### config.mk
export PLATFORM = sky130hd
export DESIGN_NAME = asrm_bus_ctrl
export DESIGN_NICKNAME = d
export VERILOG_FILES = /design/src/rtl/asrm_bus_ctrl.sv
export SDC_FILE = /design/constraint.sdc
export NUM_CORES = 1
export LEC_CHECK = 0
export ABC_CLOCK_PERIOD_IN_PS = 3100
export CORE_MARGIN = 1.5
export CORE_UTILIZATION = 30
export CTS_BUF_LIST = sky130_fd_sc_hd__clkbuf_4
export CTS_CLUSTER_SIZE = 14
export DETAILED_ROUTE_END_ITERATION = 8
export HOLD_SLACK_MARGIN = 0.1
export SLEW_MARGIN = 10
export SYNTH_ARGS = -nofsm -noshare
export SYNTH_HDL_FRONTEND = slang
export SYNTH_SLANG_ARGS = --single-unit
### constraint.sdc
create_clock -name clk -period 3.1 [get_ports clk]
set_input_delay 0.62 -clock clk [delete_from_list [all_inputs] [get_ports clk]]
set_output_delay 0.62 -clock clk [all_outputs]
set_load 0.02 [all_outputs]
### src/rtl/asrm_bus_ctrl.sv
// System-bus controller for the asrm CPU: routes one CPU request at a time to a
// fixed-latency synchronous RAM or to an ack-handshaked I/O port with timeout.
module asrm_bus_ctrl #(
    parameter int                  WORDSIZE    = 16,
    parameter int                  RAM_LATENCY = 1,
    parameter logic [WORDSIZE-1:0] IO_BASE     = 16'hFF00,
    parameter int                  IO_TIMEOUT  = 15
) (
    input  logic                clk,
    input  logic                reset,
    input  logic                cpu_req,
    input  logic [WORDSIZE-1:0] cpu_addr,
    input  logic [WORDSIZE-1:0] cpu_wdata,
    input  logic                cpu_we,
    output logic                cpu_ready,
    output logic [WORDSIZE-1:0] cpu_rdata,
    output logic                cpu_err,
    output logic                busy,
    output logic                ram_en,
    output logic                ram_we,
    output logic [WORDSIZE-1:0] ram_addr,
    output logic [WORDSIZE-1:0] ram_wdata,
    input  logic [WORDSIZE-1:0] ram_rdata,
    output logic                io_en,
    output logic                io_we,
    output logic [WORDSIZE-1:0] io_addr,
    output logic [WORDSIZE-1:0] io_wdata,
    input  logic [WORDSIZE-1:0] io_rdata,
    input  logic                io_ack
);

    typedef enum logic [2:0] {
        IDLE,
        RAM_ACC,
        RAM_WAIT,
        IO_WAIT,
        RESP
    } state_t;

    localparam logic [7:0] LAT = 8'(RAM_LATENCY);
    localparam logic [7:0] TMO = 8'(IO_TIMEOUT);

    state_t              state_q;
    logic [7:0]          cnt_q;
    logic                we_q;

    logic                io_sel_d;
    logic [WORDSIZE-1:0] io_addr_d;
    logic [7:0]          cnt_inc_d;

    assign io_sel_d  = (cpu_addr >= IO_BASE);
    assign io_addr_d = cpu_addr - IO_BASE;
    assign cnt_inc_d = cnt_q + 8'd1;

    // Outputs are registered alongside the state they belong to, so each
    // strobe is visible during the cycle its state is active.
    always_ff @(posedge clk) begin
        if (!reset) begin
            state_q   <= IDLE;
            cnt_q     <= '0;
            we_q      <= 1'b0;
            cpu_ready <= 1'b0;
            cpu_rdata <= '0;
            cpu_err   <= 1'b0;
            busy      <= 1'b0;
            ram_en    <= 1'b0;
            ram_we    <= 1'b0;
            ram_addr  <= '0;
            ram_wdata <= '0;
            io_en     <= 1'b0;
            io_we     <= 1'b0;
            io_addr   <= '0;
            io_wdata  <= '0;
        end else begin
            cpu_ready <= 1'b0;
            cpu_err   <= 1'b0;
            case (state_q)
                IDLE: begin
                    if (cpu_req) begin
                        we_q <= cpu_we;
                        busy <= 1'b1;
                        if (io_sel_d) begin
                            io_en    <= 1'b1;
                            io_we    <= cpu_we;
                            io_addr  <= io_addr_d;
                            io_wdata <= cpu_wdata;
                            cnt_q    <= '0;
                            state_q  <= IO_WAIT;
                        end else begin
                            ram_en    <= 1'b1;
                            ram_we    <= cpu_we;
                            ram_addr  <= cpu_addr;
                            ram_wdata <= cpu_wdata;
                            state_q   <= RAM_ACC;
                        end
                    end
                end
                RAM_ACC: begin
                    ram_en <= 1'b0;
                    ram_we <= 1'b0;
                    if (we_q) begin
                        cpu_ready <= 1'b1;
                        state_q   <= RESP;
                    end else begin
                        cnt_q   <= LAT;
                        state_q <= RAM_WAIT;
                    end
                end
                RAM_WAIT: begin
                    cnt_q <= cnt_q - 8'd1;
                    if (cnt_q <= 8'd1) begin
                        cpu_rdata <= ram_rdata;
                        cpu_ready <= 1'b1;
                        state_q   <= RESP;
                    end
                end
                IO_WAIT: begin
                    // An ack on the timeout edge still counts as a normal completion.
                    if (io_ack) begin
                        if (!we_q) cpu_rdata <= io_rdata;
                        io_en     <= 1'b0;
                        io_we     <= 1'b0;
                        cpu_ready <= 1'b1;
                        state_q   <= RESP;
                    end else if (cnt_inc_d >= TMO) begin
                        if (!we_q) cpu_rdata <= '0;
                        io_en     <= 1'b0;
                        io_we     <= 1'b0;
                        cpu_ready <= 1'b1;
                        cpu_err   <= 1'b1;
                        state_q   <= RESP;
                    end else begin
                        cnt_q <= cnt_inc_d;
                    end
                end
                RESP: begin
                    busy    <= 1'b0;
                    state_q <= IDLE;
                end
                default: begin
                    busy    <= 1'b0;
                    state_q <= IDLE;
                end
            endcase
        end
    end

endmodule

### Word-level counts from Yosys, hierarchy flattened

Index checks and enable logic that the tools add are counted.

| cells by class | value |
|---|---|
| reductions and logical operators | 16 |
| equal/unequal tests | 12 |
| bitwise logic cells | 4 |
| mux-type cells | 40 |
| order comparisons | 3 |
| $add $sub $neg | 3 |

Operator list:

| kind | count |
|---|---|
| 16-bit two-way mux | 5 |
| 8-bit two-way mux | 5 |
| 16-bit case mux with 2 select lines | 1 |
| 8-bit case mux with 4 select lines | 1 |
| 16-bit greater-or-equal comparator (second input constant) | 1 |
| 2-bit inequality test (second input constant) | 8 |
| 16-bit subtractor (second input constant) | 1 |
| 1-bit two-way mux | 15 |
| 3-bit two-way mux | 5 |
| 3-bit case mux with 4 select lines | 1 |
| 3-bit AND reduction | 4 |
| 1-bit case mux with 2 select lines | 5 |
| 8-bit by 1-bit adder with 8-bit output (second input constant) | 1 |
| 8-bit by 4-bit greater-or-equal comparator with 1-bit output (second input constant) | 1 |
| 8-bit by 1-bit less-or-equal comparator with 1-bit output (second input constant) | 1 |
| 4-bit AND reduction | 2 |
| 8-bit by 1-bit subtractor with 8-bit output (second input constant) | 1 |
| 3-bit by 2-bit == test with 1-bit output (second input constant) | 2 |
| 6-bit AND reduction | 1 |
| 2-bit nonzero test | 3 |
| 3-bit OR reduction | 2 |
| 1-bit inverter | 4 |
| 2-bit AND reduction | 2 |
| 4-bit nonzero test | 1 |
| other kinds (5) | 5 |

| storage, ports and cells | value |
|---|---|
| logic and storage cells | 93 |
| input port bits | 69 |
| bits in registers | 99 |

### Depth between registers and ports, before layout

| logic depth | value |
|---|---|
| word-level depth | 5 |
| depth in mapped cells | 12 |
| depth with buffers taken out | 8 |

### Worst setup path after synthesis

OpenSTA, ideal clock, no wires.

| timing path | value |
|---|---|
| path type | input -> register |
| start point | in cpu_addr[8] |
| end point | reg cnt_q[2] |
| data arrival time | 2.051 ns |
| cell stages on the path | 9 |
| setup time | 0.134 ns |
| buffers on the path | 2 |
| slack | 0.914 ns |
| path through | ha_1 > nand4_1 > or2_0 > clkbuf_1 > a211o_1 > and2_1 > clkbuf_1 > o31ai_1 > o31ai_1 |

| on the way | value |
|---|---|
| word-level cells in the longest chain between the ends | 3 |

Ends and longest elaborated chain:

| what | RTL line | text |
|---|---|---|
| start, declared | 12 | `input logic [WORDSIZE-1:0] cpu_addr,` |
| 16-bit greater-or-equal comparator | 51 | `assign io_sel_d = (cpu_addr >= IO_BASE);` |
| 2-bit inequality test (no source line) | n/a |  |
| 6-bit AND reduction (no source line) | n/a |  |
| end signal, assigned | 110 | `cnt_q <= cnt_q - 8'd1;` |
| end signal, assigned | 133 | `cnt_q <= cnt_inc_d;` |
| end, declared | 44 | `logic [7:0] cnt_q;` |

No other way between the ends.
A chain may end at the register's enable or synchronous reset.

### Final worst setup path

| timing path | value |
|---|---|
| start point | reg cnt_q[0] |
| end point | reg cpu_rdata[13] |

| on the way | value |
|---|---|
| word-level cells in the longest chain between the ends | 4 |
| elaborated cells on any way between the ends | 6 |

Ends and longest elaborated chain:

| what | RTL line | text |
|---|---|---|
| 8-bit by 1-bit adder with 8-bit output | 53 | `assign cnt_inc_d = cnt_q + 8'd1;` |
| 8-bit by 4-bit greater-or-equal comparator with 1-bit output | 125 | `end else if (cnt_inc_d >= TMO) begin` |
| 3-bit inequality test (no source line) | n/a |  |
| 4-bit AND reduction (no source line) * | n/a |  |
| end signal, assigned | 112 | `cpu_rdata <= ram_rdata;` |
| end signal, assigned | 120 | `if (!we_q) cpu_rdata <= io_rdata;` |
| end, declared | 16 | `output logic [WORDSIZE-1:0] cpu_rdata,` |

Every way passes the cells marked *; elsewhere a longest branch is shown, timed or not.

==> impl_metrics.toml <==
[run_status]
status = "complete, no violations"

[sta]
tightest_slew_ps = 720
rsz0062_at_grt = "false"
max_freq_mhz = 378
tns_ps = 0
clock_skew_ps = 24.9
slew_violations = 0
fin_crit_sh = 0.853
hold_violations = 0
maxSlewHeadroom = 0.520
setup_viol = 0
period_minus_slack_ps = 2640

[grt]
global_route.overflow_total = 0
grt_first_pass_wirelength_um = 20600
grt_usage = 0.174
antenna_found_initial = 0
grt_pass1_vias = 4129
grt_max_degree = 68

[power]
pwr-share-clk = 0.279
internal-power_w = 0.00184
finalPower_w = 0.00259
cellLeakagePower_nw = 2.35
p_sw_frac = 0.291
seq_power_share = 0.528
powerDensity_nw_per_um2 = 422
vdd_drop_max_mv = 0.233
p_comb_frac = 0.194
switchingPower_w = 0.000754

[floorplanning]
dieArea_um2 = 15100
die_h_um = 123
fp.dieW_um = 123
core_um2 = 13900
start_util = 0.309
ioPinCount = 156
row_count = 43

[clock_network]
htree_levels = 3
cts.clk_slew.worst_paths_ps = 150
cts_resized = 0
tritoncts = "done"
clk_path_buf_depth = 2
cts_buffers = 9
clkLatencyLatePin_ps = 470
postCtsSetupBuffers = 0
clock_tree.root_cell = "clkbuf_4"
clock-sinks = 99
cts_hold_buffers = 0

[routing]
viasPerCell = 4.94
wl_per_cell_um = 14.8
ant_nets = 0
drt_first_pass_iters = 4
vias = 4347
route.detailed.drc = 0
drt_iter0_drc = 250
postRouteWirelength_um = 13000

[worst_setup_path]
cp_max_fo = 16
path_cells = "ha_1 -> inv_1 -> a211o_1 -> a211oi_2 -> and2_1 -> o31a_4 -> mux2i_1"
path_buf_inv = 1
worstSetupEndpointType = "flop"
reg2reg_from = "cnt_q[0]"
crit_path_top_delay_cell = "dfxtp_1"
critPathLaunchType = "flop"
slowest_delay_ps = 620
cp-startpoint = "cnt_q[0]"
cp_top_family = "compound AO/OA/AOI/OAI gates"
path_class = "flop to flop"
required_ps = 3500
cp.arrival_ps = 3040

[synth]
syn_nets = 635
syn-cell-area_um2 = 4310
async_reset_ff_frac = 0
synth_seq_cells = 99
ys_types = 46
synth.avg_cell_area_um2 = 7.69
synth_edf_count = 0
synth-main-ff-cell = "dfxtp_1"
yosysWarnings = 0
seq_area_frac_synth = 0.460
synthCells = 561

[min_path]
hp-class = "flop to flop"
min_from = "ram_addr[12]"

[cells_and_area]
multiInputGateArea_um2 = 2110
fill_cells = 1404
ff_latch_area_um2 = 1980
synthToLayoutAreaGrowth_pct = 42.4
final_nets = 769
antenna_cells = 0
stdcell_count = 880
layout-drive-gt1-share = 0.0514
post-route-util = 0.441

[place]
dp_hpwl_um = 9030
place_inst = 864
gp_congestion = 0.820
io_buffers = 155

[job]
drv_cap = 0
-- logic make-up (layout without fill, tap and decap cells) --
kind of cell	Yosys count	after routing	synth area share
compound gates	126	126	0.178
xor+xnor	2	2	0.00406
simple gates	262	262	0.251
flops	99	99	0.460
fa+ha+maj	5	5	0.0145
mux	18	18	0.0421
buf+inv	49	188	0.0514
-- synthesized netlist by cell type (all sizes together) (2+ instances only) --
library cell | number | area (um2)
nand2 | 192 | 721
dfxtp | 99 | 1980
a21oi | 70 | 350
clkbuf | 36 | 135
nor2 | 25 | 93.8
o21ai | 19 | 95.1
mux2i | 17 | 170
nor3 | 11 | 55.1
nand3 | 8 | 40.0
inv | 7 | 26.3
o31ai | 7 | 52.6
a211oi | 6 | 50.1
buf | 6 | 60.1
and3 | 5 | 31.3
ha | 5 | 62.6
o21a | 5 | 37.5
nand2b | 4 | 25.0
nand4 | 4 | 25.0
o221a | 4 | 45.0
a211o | 3 | 26.3
nor2b | 3 | 18.8
nor4 | 3 | 18.8
and2 | 2 | 12.5
nor4b | 2 | 17.5
-- worst paths after layout --
| path | cells past startpoint | endpoint | slack [ps] |
|---|---|---|---|
| setup / recovery | 7 | cpu_rdata[13] | 460 |
| hold / removal | 2 | ram_addr[12] | 460 |
| setup reg to reg | 7 | cpu_rdata[13] | 460 |
| hold reg to reg | 2 | ram_addr[12] | 460 |
-- power by group through the flow --
stage	Sequential, W	Clock, W	Combinational [W]
after floorplan	0.00143	0	0.000219
after global placement	0.00139	0	0.000498
after detailed placement	0.00139	0	0.000502
after CTS	0.00137	0.000752	0.000506
after global routing	0.00138	0.000799	0.000546
final	0.00137	0.000721	0.000501
-- routing by layer --
layer	share of wire	global-route usage	up-vias
li1	-	-	2147
met1	0.43	0.209	2030
met2	0.45	0.281	160
met3	0.11	0.0646	10
met4	0.0072	0.0661	0
met5	0	0	-
-- cells in the final DEF, fill, tap and decap left out, types with 5 or more instances in the layout --
cell             instances
clkdlybuf4s50_1        155
nand2_1                192
nor2_1                  23
dfxtp_1                 99
o21ai_0                 19
a21oi_1                 70
ha_1                     5
o31ai_1                  7
clkbuf_4                11
inv_1                    6
a211oi_1                 5
nor3_1                  11
mux2i_1                 17
o21a_1                   5
nand3_1                  8
buf_4                    8
and3_1                   5
-- sequential cells by signal, indices dropped and copies added (netlist names) --
register / flops
cpu_ready: 1
io_wdata: 16
cpu_rdata: 16
we_q: 1
ram_we: 1
io_addr: 16
io_en: 1
ram_addr: 16
state_q: 3
cnt_q: 8
io_we: 1
busy: 1
ram_en: 1
cpu_err: 1
ram_wdata: 16
-- through the flow --
step	hold WS, ps	cell area [um2]	setup slack (ps)
floorplan	480	4310	914
global placement	442	6000	284
detailed placement	447	6000	252
CTS	467	6140	468
global route	489	6140	300
finish	462	6140	456
-- worst register-to-register path, delay by kind of cell (launching register included) --
family	cells	cell delay, ps
AO/OA/AOI/OAI	3	940
flip-flops	1	620
adder cells (fa/ha/maj)	1	370
AND/OR/NAND/NOR	1	320
multiplexers	1	230
buffers and inverters	1	100
-- area by class of cell --
class / count / area share
Inverter: 7 / 0.00428
Tap cell: 180 / 0.0367
Timing Repair Buffer: 165 / 0.269
Clock inverter: 5 / 0.00978
Multi-Input combinational cell: 413 / 0.344
Clock buffer: 11 / 0.0134
Sequential cell: 99 / 0.323
Note: power is estimated with default switching activity, not from simulation.
